[src/rtl/multicycle_control_fsm.sv]
// multicycle_control_fsm: FETCH/DECODE/EXEC/MEM/WB sequencer for the multi-cycle RV32I core,
// with memory wait-state handling, timeout watchdog and retired-instruction counter.
module multicycle_control_fsm #(
  parameter int MEM_TIMEOUT = 16,
  parameter int CNT_W       = 32
) (
  input  logic             clk,
  input  logic             rst_n,
  input  logic [6:0]       opcode,
  input  logic             mem_ready,
  output logic             mem_req,
  output logic             mem_we,
  output logic             i_or_d,
  output logic             ir_write,
  output logic             pc_write,
  output logic             branch,
  output logic             alu_src_a,
  output logic [1:0]       alu_src_b,
  output logic [1:0]       alu_op,
  output logic             reg_write,
  output logic             mem_to_reg,
  output logic [2:0]       state,
  output logic             halted,
  output logic             bus_error,
  output logic             illegal,
  output logic [CNT_W-1:0] instr_retired
);
  typedef enum logic [2:0] {
    FETCH  = 3'd0,
    DECODE = 3'd1,
    EXEC   = 3'd2,
    MEM    = 3'd3,
    WB     = 3'd4,
    TRAP   = 3'd7
  } state_e;
  localparam int WW = (MEM_TIMEOUT > 1) ? $clog2(MEM_TIMEOUT) : 1;
  localparam logic [WW-1:0] WAIT_LAST = WW'(MEM_TIMEOUT - 1);
  state_e           state_q, state_d;
  logic [WW-1:0]    wait_q, wait_d;
  logic [CNT_W-1:0] instr_retired_q, instr_retired_d;
  logic             bus_error_q, bus_error_d;
  logic             illegal_q, illegal_d;
  logic             retire, waiting, timeout;
  logic             is_r, is_i, is_lw, is_sw, is_beq, legal;
  assign is_r    = opcode == 7'b0110011;
  assign is_i    = opcode == 7'b0010011;
  assign is_lw   = opcode == 7'b0000011;
  assign is_sw   = opcode == 7'b0100011;
  assign is_beq  = opcode == 7'b1100011;
  assign legal   = is_r | is_i | is_lw | is_sw | is_beq;
  // Last permitted wait cycle of an access; a miss here abandons it.
  assign timeout = (MEM_TIMEOUT != 0) && (wait_q == WAIT_LAST);
  always_comb begin
    state_d     = state_q;
    bus_error_d = bus_error_q;
    illegal_d   = illegal_q;
    retire      = 1'b0;
    waiting     = 1'b0;
    {mem_req, mem_we, i_or_d, ir_write, pc_write, branch, alu_src_a} = '0;
    alu_src_b   = 2'b00;
    alu_op      = 2'b00;
    reg_write   = 1'b0;
    mem_to_reg  = 1'b0;
    halted      = 1'b0;
    case (state_q)
      FETCH: begin
        mem_req   = 1'b1;
        alu_src_b = 2'b01;
        ir_write  = mem_ready;
        pc_write  = mem_ready;
        waiting   = !mem_ready;
        state_d   = mem_ready ? DECODE : timeout ? TRAP : FETCH;
        bus_error_d = bus_error_q | (!mem_ready & timeout);
      end
      DECODE: begin
        state_d   = legal ? EXEC : TRAP;
        illegal_d = illegal_q | !legal;
      end
      EXEC: begin
        alu_src_a = 1'b1;
        alu_src_b = (is_r | is_beq) ? 2'b00 : 2'b10;
        alu_op    = (is_r | is_i) ? 2'b10 : is_beq ? 2'b01 : 2'b00;
        branch    = is_beq;
        retire    = is_beq;
        state_d   = (is_r | is_i) ? WB : (is_lw | is_sw) ? MEM : is_beq ? FETCH : TRAP;
        illegal_d = illegal_q | !legal;
      end
      MEM: begin
        mem_req   = 1'b1;
        i_or_d    = 1'b1;
        mem_we    = is_sw;
        waiting   = !mem_ready;
        retire    = mem_ready & is_sw;
        state_d   = mem_ready ? (is_sw ? FETCH : WB) : timeout ? TRAP : MEM;
        bus_error_d = bus_error_q | (!mem_ready & timeout);
      end
      WB: begin
        reg_write  = 1'b1;
        mem_to_reg = is_lw;
        retire     = 1'b1;
        state_d    = FETCH;
      end
      TRAP: halted = 1'b1;
      default: begin
        state_d   = TRAP;
        illegal_d = 1'b1;
      end
    endcase
    wait_d          = (state_d != state_q) ? '0 : waiting ? wait_q + WW'(1) : wait_q;
    instr_retired_d = instr_retired_q + CNT_W'(retire);
    // Reset must silence the memory port before the clock ever ticks.
    if (!rst_n) begin
      {mem_req, mem_we, i_or_d, ir_write, pc_write, branch, alu_src_a} = '0;
      {alu_src_b, alu_op, reg_write, mem_to_reg, halted} = '0;
    end
  end
  always_ff @(posedge clk or negedge rst_n) begin
    if (!rst_n) begin
      state_q         <= FETCH;
      wait_q          <= '0;
      instr_retired_q <= '0;
      bus_error_q     <= 1'b0;
      illegal_q       <= 1'b0;
    end else begin
      state_q         <= state_d;
      wait_q          <= wait_d;
      instr_retired_q <= instr_retired_d;
      bus_error_q     <= bus_error_d;
      illegal_q       <= illegal_d;
    end
  end
  assign state         = state_q;
  assign bus_error     = bus_error_q;
  assign illegal       = illegal_q;
  assign instr_retired = instr_retired_q;
endmodule

[config.mk]
export PLATFORM = sky130hd
export DESIGN_NAME = multicycle_control_fsm
export DESIGN_NICKNAME = d
export VERILOG_FILES = /design/src/rtl/multicycle_control_fsm.sv
export SDC_FILE = /design/constraint.sdc
export NUM_CORES = 1
export LEC_CHECK = 0
export CAP_MARGIN = 20
export CORE_UTILIZATION = 51
export CTS_BUF_LIST = sky130_fd_sc_hd__clkbuf_16
export DETAILED_ROUTE_END_ITERATION = 12
export PLACE_DENSITY = 0.85
export SLEW_MARGIN = 20
export SYNTH_ARGS = -nofsm -noshare
export SYNTH_HDL_FRONTEND = slang
export SYNTH_SLANG_ARGS = --single-unit
[constraint.sdc]
create_clock -name clk -period 5.2 [get_ports clk]
set_input_delay 0.78 -clock clk [delete_from_list [all_inputs] [get_ports clk]]
set_output_delay 0.78 -clock clk [all_outputs]
set_load 0.05 [all_outputs]
Word-level counts from Yosys, hierarchy flattened --
Cells that the tools add are included.
Storage, ports and cells: flip-flop bits (word level) 41, bits of input ports 10, output and inout port bits 51
Cells by class: $add $sub $neg 2, equal/unequal tests 12, muxes and demuxes 40, bitwise gates (word level) 10, reduce and logical (&&, ||, !) cells 7
Operators by type and width (count):
- adder 32 x 1 -> 32 bit | 1
- two-way mux 3 bit | 9
- two-way mux 1 bit | 20
- case mux 3 bit (6 select lines) | 1
- == test 7 x 6 -> 1 bit, second input constant | 2
- two-way mux 2 bit | 5
- two-way mux 4 bit | 2
- OR 1 bit | 8
- == test 7 x 2 -> 1 bit, second input constant | 1
- == test 7 x 5 -> 1 bit, second input constant | 1
- == test 7 bit, second input constant | 1
- == test 3 x 2 -> 1 bit, second input constant | 2
- == test 3 bit, second input constant | 2
- adder 4 x 1 -> 4 bit, second input constant | 1
- == test 4 bit, second input constant | 1
- case mux 2 bit (2 select lines) | 1
- OR reduction 2 bit | 2
- OR reduction 4 bit | 1
- == test 3 x 1 -> 1 bit, second input constant | 1
- logical NOT 3 bit | 1
- != test 3 bit | 1
- case mux 1 bit (3 select lines) | 1
- AND 1 bit | 2
- logical NOT 1 bit | 2
- 2 further kinds | 2

Logic depth before layout (Yosys ltp) --
word-level depth 9, mapped depth 10, gate-level depth less buffers 9

Worst setup path before layout --
OpenSTA, ideal clock, no wires.
path type register -> output, from register state_q[2], in the netlist state[2], to output mem_to_reg, arrival 3853 ps, required time 4420 ps, path slack 567 ps, stages on the path, launching flop included 5, path buffers 1, path through dfrtp_1 -> clkbuf_1 -> nand2_1 -> nor3_1 -> nor4b_1
On the way: cells in the longest elaborated chain, start to end 3
Ends and longest elaborated chain:
- start: declaration | line 38 | state_e state_q, state_d;
- start signal: assignment | line 125 | state_q <= state_d;
- == test 3 bit | line 65 | case (state_q)
- two-way mux 1 bit | line 65
- two-way mux 1 bit | line 112 | if (!rst_n) begin
- end: declaration | line 21 | output logic mem_to_reg,
No other way between the ends.

Worst setup path in the final report --
from input opcode[0], to output mem_to_reg
On the way: cells in the longest elaborated chain, start to end 3
Ends and longest elaborated chain:
- start: declaration | line 9 | input logic [6:0] opcode,
- == test 7 x 2 -> 1 bit | line 47 | assign is_lw = opcode == 7'b0000011;
- two-way mux 1 bit | line 65
- two-way mux 1 bit | line 112
No other way between the ends.

==> impl.org <==
** Global routing
- After global routing the overflow that remains totals 0.
- After global routing, the most crowded layer is met2.
- Across every metal layer, demand over resource in global routing totals 0.239.
- For met1 alone, demand over resource in global routing was 0.300.
- Global-route wire length before repair :: 7.96 mm
- Entering global routing, the biggest net connects 38 pins.
- Routing usage on met2 :: 0.400
- Met3 usage in global routing :: 0.0616
- Antenna violations before repair :: 0
- The via count of the first global-routing pass came to 1,689.

** CTS
- After clock tree synthesis, the clock-pin slew on the worst setup and hold paths is 0.06 ns.
- Clock latency of the later-clocked register in the worst-skew pair :: 0.28 ns
- The number of gates resized after CTS was 0.
- CTS tree :: done
- For this design, the sink count on the clock tree is 41.
- Count of hold-fix buffers inserted at cts :: 0
- Total clock buffers created by CTS :: 5
- Buffers added to address setup during post-CTS repair amount to 0.
- H-tree depth :: 2
- The cell sitting at the root of the clock tree is a clkbuf_16.
- Number of buffers between clock root and the deepest sink :: 2

** Setup path
- Data arrival time at the worst-slack endpoint :: 2.91 ns
- Setup slack, reg-to-reg :: 2.33 ns
- Critical-path cell list :: clkdlybuf4s50_1, nor4bb_1, buf_4, nand2_1, nor4b_1, clkdlybuf4s50_1
- Slowest Stage Delay on Critical Path :: 0.86 ns
- Buffering stage count on the worst path with inverters included :: 3
- STA classifies the critical path startpoint as an input port.
- In this run the critical register-to-register path is launched from state[1].
- CP delay by family, top :: buffers and inverters
- Critical Path End Type :: output pin
- Critical Path Fanout Max :: 9
- The critical path is of the in2out type.
- Worst R2R Path Depth :: 9
- The largest individual stage delay along the critical path comes from the cell clkdlybuf4s50_1.
- By instance count, the cell type seen most on the critical path is clkdlybuf4s50_1.
- In this run the critical register-to-register path is captured at instr_retired[16].
- Worst EP required :: 4.42 ns

** Run status
- Status :: finished clean

** Layout
- In the final design database the tool counted 284 nets.
- End-of-flow core utilization :: 0.725
- In the final layout, the share of cells above drive strength 1 is 0.0662.
- Relative to the synthesized area, the layout overhead comes to 36.5%.
- Fill cells in the final layout number 298.
- 0 antenna diodes ended up in the layout.

** Timing
- Measured against its own limit, the worst slew margin works out to 0.585.
- Final period demand of the worst path :: 3.69 ns
- Transition time of the tightest slew-check pin :: 0.618 ns
- Final hold violations :: 0
- Final setup TNS :: 0 ns
- Setup violations remaining at the end of the flow were counted as 0.
- Setup repair after global routing missed its margin :: false
- On the final layout, the worst clock skew is 0.00876 ns.
- In the finished design, the share of the clock period the worst path needs comes to 0.710.
- Based on the critical path, the design can be clocked at up to 271 MHz.
- The final number of max-transition violations is 0.

** Synthesis
- Sequential area share after synthesis :: 0.479
- After synthesis the cells add up to 2140 µm².
- In the synthesized netlist, the number of instances is 210.
- Mean instance size in the synthesized netlist :: 10.2 µm²
- Synthesis produced a netlist with a net count of 223.
- Synthesis inferred 41 register bits.
- After synthesis, the netlist uses 38 different library cells.
- During synthesis, Yosys emitted a total of 0 warnings.

** Drt
- Via count :: 1,780
- Antenna Nets Post-Route :: 0
- In the final routed layout, each cell accounts on average for 14.9 µm.
- The final layout contains routed wiring with a total length of 4.80 mm.
- In the routed layout, each cell is associated on average with a via count of 5.53.
- Number of iterations in the first detailed-routing pass :: 4
- For this run, design rule violations remaining after detail routing come to 0.
- In this run, the number of DRC markers left after iteration 0 of detailed routing was 115.

** Power and ir drop
- For this design the ratio of total power to cell area is 220 nW/µm².
- VDD IR-drop max :: 0.149 mV
- Summed over all cells, the static leakage comes to 0.00129 µW.

** Placement
- Port Buf Inserts :: 60
- The wire-length estimate of the detail-placed layout is 3.37 mm.
- Placer's final routability congestion estimate :: 0.844

** Die
- The die is 66.8 µm wide.
- The initialized floorplan defines 23 standard-cell rows.
- Count of boundary I/O pins :: 61
- The die covers 4460 µm².
- Die Y :: 66.8 µm
- Core Region :: 4030 µm²
- Initial core utilization :: 0.531

** Min path
- Min-Delay Path Class :: in2async

** Flow run
- The tool flagged a number of max-cap violations equal to 0.
-- kinds of logic (layout without fill, tap and decap cells) --
logic type / after synthesis / count (layout) / share of synthesized area
buffers and inverters: 14 / 76 / 0.0269
AOI/OAI and AO/OA: 21 / 21 / 0.0625
and+or+nand+nor: 96 / 96 / 0.271
DFF: 41 / 41 / 0.479
adders and majority gates: 3 / 3 / 0.0175
xor gates and xnor gates: 35 / 35 / 0.143
-- layout make-up --
cell class | instances | area, µm² | share of cell area
Tap cell | 50 | 62.6 | 0.0214
Multi-Input combinational cell | 155 | 1060 | 0.362
Clock inverter | 3 | 17.5 | 0.00600
Inverter | 6 | 22.5 | 0.00771
Clock buffer | 5 | 125 | 0.0428
Timing Repair Buffer | 62 | 611 | 0.209
Sequential cell | 41 | 1030 | 0.351
-- how the worst max path moves through the flow --
stage,startpoint,endpoint,slack [ns],depth (start not counted)
2_1_floorplan,state[2],mem_to_reg,0.57,4
3_5_place_dp,opcode[0],mem_to_reg,1.50,6
3_3_place_gp,opcode[0],mem_we,1.57,6
6_report,opcode[0],mem_to_reg,1.51,6
5_1_grt,opcode[0],mem_to_reg,1.30,6
4_1_cts,opcode[0],mem_to_reg,1.47,6
-- placed cells by master, fill, tap and decap left out, types with 2 or more instances in the layout --
cell type | netlist | final
clkdlybuf4s50_1 | 0 | 59
dfrtp_1 | 41 | 41
xnor2_1 | 26 | 26
nand3_1 | 19 | 19
nand2_1 | 16 | 16
nor2_1 | 13 | 13
xor2_1 | 9 | 9
and3_1 | 7 | 7
nand4_1 | 7 | 7
inv_1 | 6 | 6
a21oi_1 | 6 | 6
nor3_1 | 6 | 6
nor2b_1 | 5 | 5
clkbuf_16 | 0 | 5
and4_1 | 4 | 4
and2_1 | 4 | 4
o21ai_0 | 4 | 4
nand2b_1 | 3 | 3
ha_1 | 3 | 3
nand4_4 | 2 | 2
nor4_4 | 2 | 2
a31oi_1 | 2 | 2
or2_2 | 2 | 2
o221ai_1 | 2 | 2
o21bai_1 | 2 | 2
clkinv_2 | 0 | 2
buf_4 | 1 | 2
-- metrics by stage --
stage	setup slack [ns]	instance area, µm²	std cells	power [µW]	hold slack [ns]
2_1_floorplan	0.567	2140	210	337	0.484
3_3_place_gp	1.57	2780	314	354	0.463
3_5_place_dp	1.50	2780	314	355	0.461
4_1_cts	1.47	2920	322	649	0.324
5_1_grt	1.30	2920	322	664	0.330
6_report	1.51	2920	322	644	0.329
-- registers in the layout, summed over array words and instances, names as in the netlist --
name           flops
bus_error          1
wait_q             4
instr_retired     32
illegal            1
state              3
-- power breakdown --
group | leakage [µW] | internal (µW) | switching (µW)
registers | 0.000552 | 321 | 1.24
logic | 0.000667 | 10.8 | 15.8
clock network | 0.0000696 | 176 | 120
-- cells in the mapped netlist (all sizes together) --
| cell type | n | share of area |
|---|---|---|
| nand4 | 9 | 0.040 |
| o21bai | 2 | 0.0070 |
| and3 | 7 | 0.020 |
| nor2b | 5 | 0.015 |
| or2 | 2 | 0.0058 |
| xor2 | 9 | 0.037 |
| nor4 | 2 | 0.020 |
| and4 | 4 | 0.016 |
| nand3 | 20 | 0.049 |
| clkbuf | 5 | 0.0088 |
| or3 | 1 | 0.0029 |
| a21oi | 6 | 0.014 |
| and2 | 5 | 0.015 |
| o21ai | 4 | 0.0094 |
| inv | 6 | 0.011 |
| o22a | 1 | 0.0041 |
| o22ai | 1 | 0.0029 |
| dfrtp | 41 | 0.48 |
| o31ai | 1 | 0.0035 |
| nor3 | 6 | 0.014 |
| ha | 3 | 0.018 |
| buf | 3 | 0.0076 |
| a31oi | 2 | 0.0058 |
| and3b | 1 | 0.0041 |
| nand2b | 3 | 0.0088 |
| nor2 | 13 | 0.023 |
| o221ai | 2 | 0.0082 |
| a21boi | 1 | 0.0035 |
| xnor2 | 26 | 0.11 |
| o32ai | 1 | 0.0041 |
| nand2 | 16 | 0.028 |
| nor4b | 1 | 0.0041 |
| nor4bb | 1 | 0.0047 |
-- per-layer routing --
metal | part of all wire | vias up
met4 | 0.0067 | 0
met1 | 0.43 | 859
met2 | 0.51 | 64
li1 | - | 853
met3 | 0.053 | 4
met5 | 0 | -
-- worst register-to-register path: stages, from the launching register on --
cell and delay [ns]:
dfrtp_1 0.59, nor2b_1 0.30, a31oi_1 0.12, o22ai_1 0.18, ha_1 0.26, ha_1 0.21
nand3_1 0.22, nor4_4 0.47, nand4_1 0.19, xnor2_1 0.24
Note: power is estimated with default switching activity, not from simulation.
==> patch: new RTL, config.mk and constraints unchanged <==
The parameter `CNT_W` goes from 32 to 28.
--- a/src/rtl/multicycle_control_fsm.sv
+++ b/src/rtl/multicycle_control_fsm.sv
@@ -4,3 +4,3 @@
   parameter int MEM_TIMEOUT = 16,
-  parameter int CNT_W       = 32
+  parameter int CNT_W       = 28
 ) (
Ports: changed (resized instr_retired); port bits go from 61 to 57. The function was not compared with the original's and may differ.
==> patch against the original RTL <==
Wire length up 1.2%. Final area down 5.2%. Synthesized area down 4.7%. Count of clock-buffer cells in the layout unchanged. Worst hold slack better by 0.085 ns. Worst setup slack better by 0.072 ns. Die area down 4.5%. Sequential cell count down 4.
Power is not compared: it rests on default switching activity, and its combinational part moved more than twofold at a synthesized area within 25%.
==> patch: results (changes against the original RTL) <==
Placed design
  • Routability-driven placement congestion ratio: 0.873 (was 0.844)
  • Placed Instance Area: 2630 sq um (was 2780 sq um)
  • DP Worst Slack: 1.59 ns (was 1.50 ns)
  • Final HPWL DP: 3440 um (was 3370 um)
  • Port bufs: 56 (was 60)

Critical path
  • Worst r2r path cells: 8 (was 9)
  • Reg2Reg Setup Slack: 2.59 ns (was 2.33 ns)
  • Worst reg2reg endpoint: instr_retired[12]$_DFF_PN0_ (was instr_retired[16]$_DFF_PN0_)
  • Critical Path Start: opcode[4] (was opcode[0])
  • CP arrival: 2.84 ns (was 2.91 ns)
  • Crit path to: mem_we (was mem_to_reg)

Routing
  • Post-Route WL: 4860 um (was 4800 um)
  • Via count of the routed design: 1756 (was 1780)
  • Vias per cell: 5.72 (was 5.53)

STA
  • Hold Slack: 0.414 ns (was 0.329 ns)
  • Fmax achieved: 0.276 GHz (was 0.271 GHz)
  • Worst Skew: 0.00609 ns (was 0.00876 ns)
  • Worst Max-Slew Pin Slew: 0.554 ns (was 0.618 ns)

Cells and area
  • NonClk Buf Share: 0.203 (was 0.209)
  • Multi-input gate area: 1060 sq um (about the same)
  • Register area: 926 sq um (was 1030 sq um)
  • Core Util, Final: 0.740 (was 0.725)
  • Share of cells above drive strength 1: 0.0734 (was 0.0662)
  • Clock-cell share: 0.0497 (was 0.0488)
  • Invs w/o clock: 5 (was 6)
  • Largest register FFs: 28 (was 32)

Yosys
  • Sequential share of the synthesized area: 0.454 (was 0.479)
  • Synth top cells by count: dfrtp_1 (37), xnor2_1 (21), nand2_1 (16), nand3_1 (15), nor2_1 (14) (was dfrtp_1 (41), xnor2_1 (26), nand3_1 (19), nand2_1 (16), nor2_1 (13))
  • Largest cells by area after synthesis: dfrtp_1 (45%), xnor2_1 (9.0%), xor2_1 (4.3%) (was dfrtp_1 (48%), xnor2_1 (11%), nand3_1 (4.4%))
  • Synth unique cells: 42 (was 38)
  • Post-synthesis instance total: 200 (was 210)
  • Synthesized net count: 213 (was 223)

Outcome
  • Status: completed (unchanged)

Global route
  • Vias in the first global route: 1643 (was 1689)
  • Largest net degree at the start of global routing: 26 (was 38)
  • Global-route usage over all layers: 0.241 (was 0.239)

Floorplan
  • Die area: 4260 sq um (was 4460 sq um)
## patch: cell types whose count changed in the layout (fill, tap and decap cells not counted), moves of 3 or more
| cell | unedited run | this run |
|---|---|---|
| clkdlybuf4s50_1 | 59 | 55 |
| dfrtp_1 | 41 | 37 |
| nand3_1 | 19 | 15 |
| nor2b_1 | 5 | 2 |
| nor4_1 | 0 | 8 |
| xnor2_1 | 26 | 21 |
## patch: kinds of logic (layout without fill, tap and decap cells)
| kind of cell | after synthesis | after routing | share of synthesized area |
|---|---|---|---|
| fa+ha+maj | 3 | 3 | 0.0184 |
| buf+inv | 11 | 70 | 0.0251 |
| compound gates | 21 | 21 | 0.0852 |
| xor+xnor | 31 | 31 | 0.133 |
| simple gates | 96 | 96 | 0.280 |
| flops | 37 | 37 | 0.454 |
| mux | 1 | 1 | 0.00491 |
## patch: layer usage
layer / GRT usage / part of all wire
met3: 0.0538 / 0.040
met1: 0.320 / 0.46
met5: 0 / 0
met4: 0.0761 / 0.014
met2: 0.392 / 0.49
